$ cat src/rtl/scan_sequencer_pkg.sv
// Shared constants for the display scan sequencer.
//   NUM_DIGITS : number of scanned digits
//   SEL_W      : width of the digit index
//   PRESCALE_W : widest dwell divider supported (CLK_DIV up to 2^PRESCALE_W)
package scan_sequencer_pkg;
  localparam int NUM_DIGITS = 4;
  localparam int SEL_W      = 2;
  localparam int PRESCALE_W = 20;
endpackage

$ cat src/rtl/scan_sequencer_tick_gen.sv
// Dwell prescaler. Counts enabled cycles 0..CLK_DIV-1 and wraps.
// The count holds while en is low.
//   clk  : clock, rising edge
//   rst  : synchronous active-high reset, clears the count
//   en   : count enable
//   tick : combinational terminal-count strobe (en=1 and count=CLK_DIV-1);
//          the parent registers it, so the registered tick and the digit
//          update land on the same edge.
module tick_gen #(
  parameter int CLK_DIV = 50000
) (
  input  logic clk,
  input  logic rst,
  input  logic en,
  output logic tick
);
  localparam int CW = (CLK_DIV > 1) ? $clog2(CLK_DIV) : 1;
  localparam logic [CW-1:0] LAST = CW'(CLK_DIV - 1);

  logic [CW-1:0] count;

  assign tick = en && (count == LAST);

  always_ff @(posedge clk) begin
    if (rst) begin
      count <= '0;
    end else if (en) begin
      count <= tick ? '0 : count + 1'b1;
    end
  end
endmodule

$ cat src/rtl/scan_sequencer.sv
// Multiplexed display digit scanner.
// Dwells CLK_DIV enabled cycles on each digit, then steps to the next digit
// whose mask bit is set (searching forward with wrap, current digit last).
//   clk         : clock, rising edge
//   rst         : synchronous active-high reset (sel=0, strobes cleared)
//   en          : scan enable; everything holds while low
//   digit_mask  : bit i set = digit i takes part in the scan
//   sel         : registered current digit index
//   sel_valid   : combinational digit_mask[sel]
//   tick        : registered one-cycle dwell-end strobe
//   frame_start : registered one-cycle pulse when sel wraps (new <= old)
//
// Handshake: there is none; en is a level-sensitive qualifier and all
// outputs are strobes or levels valid every cycle.
module scan_sequencer
  import scan_sequencer_pkg::*;
#(
  parameter int CLK_DIV = 50000
) (
  input  logic             clk,
  input  logic             rst,
  input  logic             en,
  input  logic [3:0]       digit_mask,
  output logic [SEL_W-1:0] sel,
  output logic             sel_valid,
  output logic             tick,
  output logic             frame_start
);
  logic             dwell_end;
  logic             found;
  logic [SEL_W-1:0] next_sel;
  logic [SEL_W-1:0] cand;

  tick_gen #(.CLK_DIV(CLK_DIV)) u_tick_gen (
    .clk  (clk),
    .rst  (rst),
    .en   (en),
    .tick (dwell_end)
  );

  // Forward search sel+1, sel+2, sel+3, then sel itself.
  always_comb begin
    next_sel = sel;
    found    = 1'b0;
    cand     = '0;
    for (int k = 1; k <= NUM_DIGITS; k++) begin
      cand = sel + SEL_W'(k);
      if (!found && digit_mask[cand]) begin
        found    = 1'b1;
        next_sel = cand;
      end
    end
  end

  always_ff @(posedge clk) begin
    if (rst) begin
      sel         <= '0;
      tick        <= 1'b0;
      frame_start <= 1'b0;
    end else begin
      tick        <= dwell_end;
      frame_start <= 1'b0;
      // An all-zero mask leaves sel parked and suppresses the frame pulse.
      if (dwell_end && found) begin
        sel         <= next_sel;
        frame_start <= (next_sel <= sel);
      end
    end
  end

  assign sel_valid = digit_mask[sel];
endmodule

$ cat config.mk
export PLATFORM = sky130hd
export DESIGN_NAME = scan_sequencer
export DESIGN_NICKNAME = d
export VERILOG_FILES = /design/src/rtl/scan_sequencer_pkg.sv /design/src/rtl/scan_sequencer_tick_gen.sv /design/src/rtl/scan_sequencer.sv
export SDC_FILE = /design/constraint.sdc
export NUM_CORES = 1
export LEC_CHECK = 0
export ABC_AREA = 1
export BUFFER_PORTS_ARGS = -buffer_cell sky130_fd_sc_hd__buf_2
export CORE_ASPECT_RATIO = 1.1
export CORE_MARGIN = 8
export CORE_UTILIZATION = 35
export CTS_BUF_LIST = sky130_fd_sc_hd__clkbuf_4
export DETAILED_ROUTE_END_ITERATION = 8
export PLACE_DENSITY_LB_ADDON = 0.12
export SLEW_MARGIN = 40
export SYNTH_ARGS = -nofsm -noshare
export SYNTH_HDL_FRONTEND = slang
export SYNTH_SLANG_ARGS = --single-unit
$ cat constraint.sdc
create_clock -name clk -period 4.6 [get_ports clk]
set_input_delay 0.92 -clock clk [delete_from_list [all_inputs] [get_ports clk]]
set_output_delay 0.92 -clock clk [all_outputs]
set_load 0.005 [all_outputs]
; ---- Word-level counts from Yosys, hierarchy flattened
; Index checks and enable logic that the tools add are counted.
[word_totals]
ff_bits = 20
input_bits = 7
out_inout_bits = 5
elab_cells = 41
[op_classes]
add_sub_neg = 4
order_cmp = 5
eq_ne = 1
n_mux = 17
n_bitwise = 1
n_reduce_logical = 9
[ops]
columns = operator, n
row1 = 16-bit by 1-bit adder with 16-bit output (second input constant), 1
row2 = 16-bit equality test (second input constant), 1
row3 = 16-bit 2-to-1 mux, 1
row4 = 2-bit by 3-bit less-than comparator with 1-bit output (second input constant), 4
row5 = 1-bit binary-select mux with 2-bit select, 4
row6 = 1-bit 2-to-1 mux, 8
row7 = 2-bit 2-to-1 mux, 4
row8 = 1-bit logical AND, 5
row9 = 2-bit adder (second input constant), 2
row10 = 1-bit zero test, 3
row11 = 2-bit by 1-bit adder with 2-bit output (second input constant), 1
row12 = 2-bit less-or-equal comparator, 1
row13 = 2-bit OR reduction, 1
row14 = 1-bit inverter, 1

; ---- Depth between registers and ports, before layout
[depth]
ltp_word = 16
mapped_depth = 16
ltp_nobuf = 15

; ---- By module
; From an unflattened synthesis, not the netlist that was laid out.
[hier_totals]
cells_unflattened = 215
area_unflattened_um2 = 1443.9
[by_module_without_submodules]
columns = module, n_inst, cells_per_inst, area_each_um2, seq_area_each_um2
row1 = tick_gen, 1, 134, 944.7, 320.3
row2 = scan_sequencer, 1, 81, 499.2, 80.1

; ---- Worst setup path after synthesis
; OpenSTA, ideal clock, no wires.
[synth_path]
kind = in2out
start = input digit_mask[0]
end = output sel_valid
arrival_ns = 1.412
t_required_ns = 3.680
path_slack_ns = 2.268
path_stages = 6
path_buffers = 0
path_cell_list = inv_1 > nand2_2 > nand2_1 > inv_1 > o21ai_0 > inv_1
[synth_between]
elab_chain_len = 2
[synth_lines]
columns = item, line_no
row1 = "start, declared", scan_sequencer.sv:23  ; input logic [3:0] digit_mask,
row2 = 1-bit binary-select mux with 2-bit select, scan_sequencer.sv:71  ; assign sel_valid = digit_mask[sel];
row3 = 1-bit 2-to-1 mux (implied by the code), scan_sequencer.sv:71
row4 = "end, declared", scan_sequencer.sv:25  ; output logic sel_valid,
; Every way passes these cells. The select of a mux whose other input is x is not followed.

; ---- Final worst setup path
[layout_path]
start = input digit_mask[1]
end = output sel_valid
; The elaborated chain is that of the path after synthesis.

==> flow_metrics.env <==
export IMPL_ys_flop_type="dfxtp_1"
export IMPL_avgRoutedWirePerCell_um=10.2
export IMPL_p_leak_nw=0.630
export IMPL_cp_start_kind="primary input"
export IMPL_vias=1157
export IMPL_grt_max_degree=12
export IMPL_worstPathRequired_ns=3.68
export IMPL_core_rowCount=23
export IMPL_dr_first_iter_drc_count=72
export IMPL_cts_sinks=20
export IMPL_synth_most_common_cell="nand2_1"
export IMPL_path_class="primary input to primary output"
export IMPL_syn_area_per_cell_um2=6.70
export IMPL_yosys_top_cells_area="dfxtp_1 31%, nand2_1 14%, nor2_1 6.9%, nand3_1 6.1%, inv_1 6.0%"
export IMPL_finalClockSkew_ns=0.0121
export IMPL_antenna_found_initial=0
export IMPL_dr_pass1_iters=4
export IMPL_synth_seq_cells=20
export IMPL_power_density_mw_per_mm2=203
export IMPL_syn_num_nets=205
export IMPL_clk_latency_ns=0.30
export IMPL_cap_violations=0
export IMPL_fin_tns_setup_ns=0
export IMPL_hold_class="register to register"
export IMPL_status="finished, final reports clean"
export IMPL_drive_gt1_share_pct=19.1
export IMPL_fmax_mhz=377
export IMPL_dieArea_mm2=0.00595
export IMPL_netlist_area_mm2=0.00131
export IMPL_h_tree_depth=1
export IMPL_cts_tree="yes"
export IMPL_path_max_fanout=2
export IMPL_portBuffers=11
export IMPL_synth_top_area_share_pct=30.7
export IMPL_drtAntennaViolNets=0
export IMPL_numCtsBuffers=3
export IMPL_dpl_instance_area_mm2=0.00141
export IMPL_final_area_mm2=0.00144
export IMPL_post_cts_buffers=0
export IMPL_grt_pass1_wl_um=4660
export IMPL_root_buffer="clkbuf_4"
export IMPL_p_total_uw=291
export IMPL_io_pins=12
export IMPL_setup_viol=0
export IMPL_diodes=0
export IMPL_synth_enable_flop_cells=0
export IMPL_nFillCells=421
export IMPL_slew_violations=0
export IMPL_yosysUniqueCellTypes=26
export IMPL_grt_ovfl_total=0
export IMPL_synth_yosys_seq_area_share_pct=30.7
export IMPL_grt_pass1_vias=1047
export IMPL_ys_warnings_count=0
export IMPL_crit_path_end_kind="primary output"
export IMPL_areaGrowthSynthToFinish_pct=10.2
export IMPL_core_mm2=0.00363
export IMPL_synth_common_cells="49 x nand2_1, 24 x nor2_1, 21 x inv_1"
export IMPL_initial_utilization_pct=36.0
export IMPL_slew_headroom_pct=66.4
export IMPL_min_period_ns=2.65
export IMPL_drt_total_wl_um=2640
export IMPL_hold_buffers=0
export IMPL_min_period_over_period_pct=57.7
export IMPL_die_h_um=80.1
export IMPL_hold_viol_final=0
export IMPL_ir_worst_vdd_mv=0.169
export IMPL_worst_hold_slack_ns=0.483
export IMPL_clkSlewWorstSetupHoldPaths_ns=0.10
export IMPL_synth_cells=195
export IMPL_cp_arrival_ns=1.73
export IMPL_worstMarginPinSlew_ns=0.503
export IMPL_synth_top_area_cell="dfxtp_1"
export IMPL_drc_errors=0
export IMPL_place_hpwl_um=2140
export IMPL_routabilityCongestion=0.786
export IMPL_nNetsFinal=220
export IMPL_grt_usage_pct=9.74
export IMPL_async_reset_ff_share_pct=0
export IMPL_post_cts_resized=0
export IMPL_viasPerCell=4.47
export IMPL_clockBufferDepth=2
export IMPL_rsz0062_at_grt="no"
export IMPL_die_w_um=74.3
where the power goes:
part	switching [mW]	total, mW	internal (mW)
clock	0.0538	0.0854	0.0316
sequential	0.00148	0.176	0.175
combinational	0.0188	0.0299	0.0111
through the flow:
step	instances	util, %	setup WS (ns)
floorplan	195	-	2.27
global placement	255	39.0	2.00
detailed placement	255	39.0	1.95
CTS	259	39.7	1.93
global route	259	39.7	1.75
finish	259	39.7	1.95
sequential cells by signal (all words and copies together) (netlist names):
name and flops:
frame_start 1, sel 2, tick 1, u_tick_gen.count 16
path summary, 6_finish.rpt:
| check | from | end | slack, ns | cells past startpoint |
|---|---|---|---|---|
| worst max-delay path | digit_mask[1] | sel_valid | 1.95 | 8 |
| worst min-delay path | u_tick_gen.count[8]$_SDFFE_PP0P_ | u_tick_gen.count[8]$_SDFFE_PP0P_ | 0.48 | 1 |
| worst max register to register | sel[0]$_SDFFE_PP0P_ | frame_start$_SDFF_PP0_ | 2.57 | 13 |
| worst min register to register | u_tick_gen.count[8]$_SDFFE_PP0P_ | u_tick_gen.count[8]$_SDFFE_PP0P_ | 0.48 | 1 |
final cells by class:
type | instances | area (µm²) | share of cell area [%]
clock buffers | 3 | 22.5 | 1.57
clock inverters | 1 | 3.75 | 0.261
inverters | 25 | 98.8 | 6.87
multi-input cells | 149 | 796 | 55.3
flip-flops and latches | 20 | 400 | 27.8
well taps | 50 | 62.6 | 4.35
repair buffers | 11 | 55.1 | 3.83
layer usage:
layer / wire (µm) / GRT usage [%] / vias to the layer above
met3: 83 / 2.62 / 2
met4: 17 / 2.35 / 0
met5: 0 / 0 / -
li1: - / - / 649
met2: 1280 / 16.8 / 7
met1: 1250 / 11.6 / 499
cells in the final DEF (no fill, tap or decap), types with 7 or more instances in the layout:
cell     synthesis  layout
nand3_1         16      16
nand2_2          8       8
nor2_1          24      24
nand2_4          7       7
buf_2            0      11
inv_1           21      21
nand2_1         49      49
o21ai_0          7       7
dfxtp_1         20      20
a21oi_1         11      11
critical path, cell delays in order:
cell and delay, ns:
buf_2 0.11, inv_1 0.04, nand2_1 0.05, nand2_1 0.12
inv_1 0.04, o21ai_0 0.26, inv_1 0.06, buf_2 0.13
logic make-up after synthesis:
family | share of synthesized area (%)
compound gates | 9.29
flops | 30.7
fa+ha+maj | 2.87
simple gates | 46.1
buf+inv | 8.43
xor+xnor | 2.68
(Power assumes the default switching activity.)
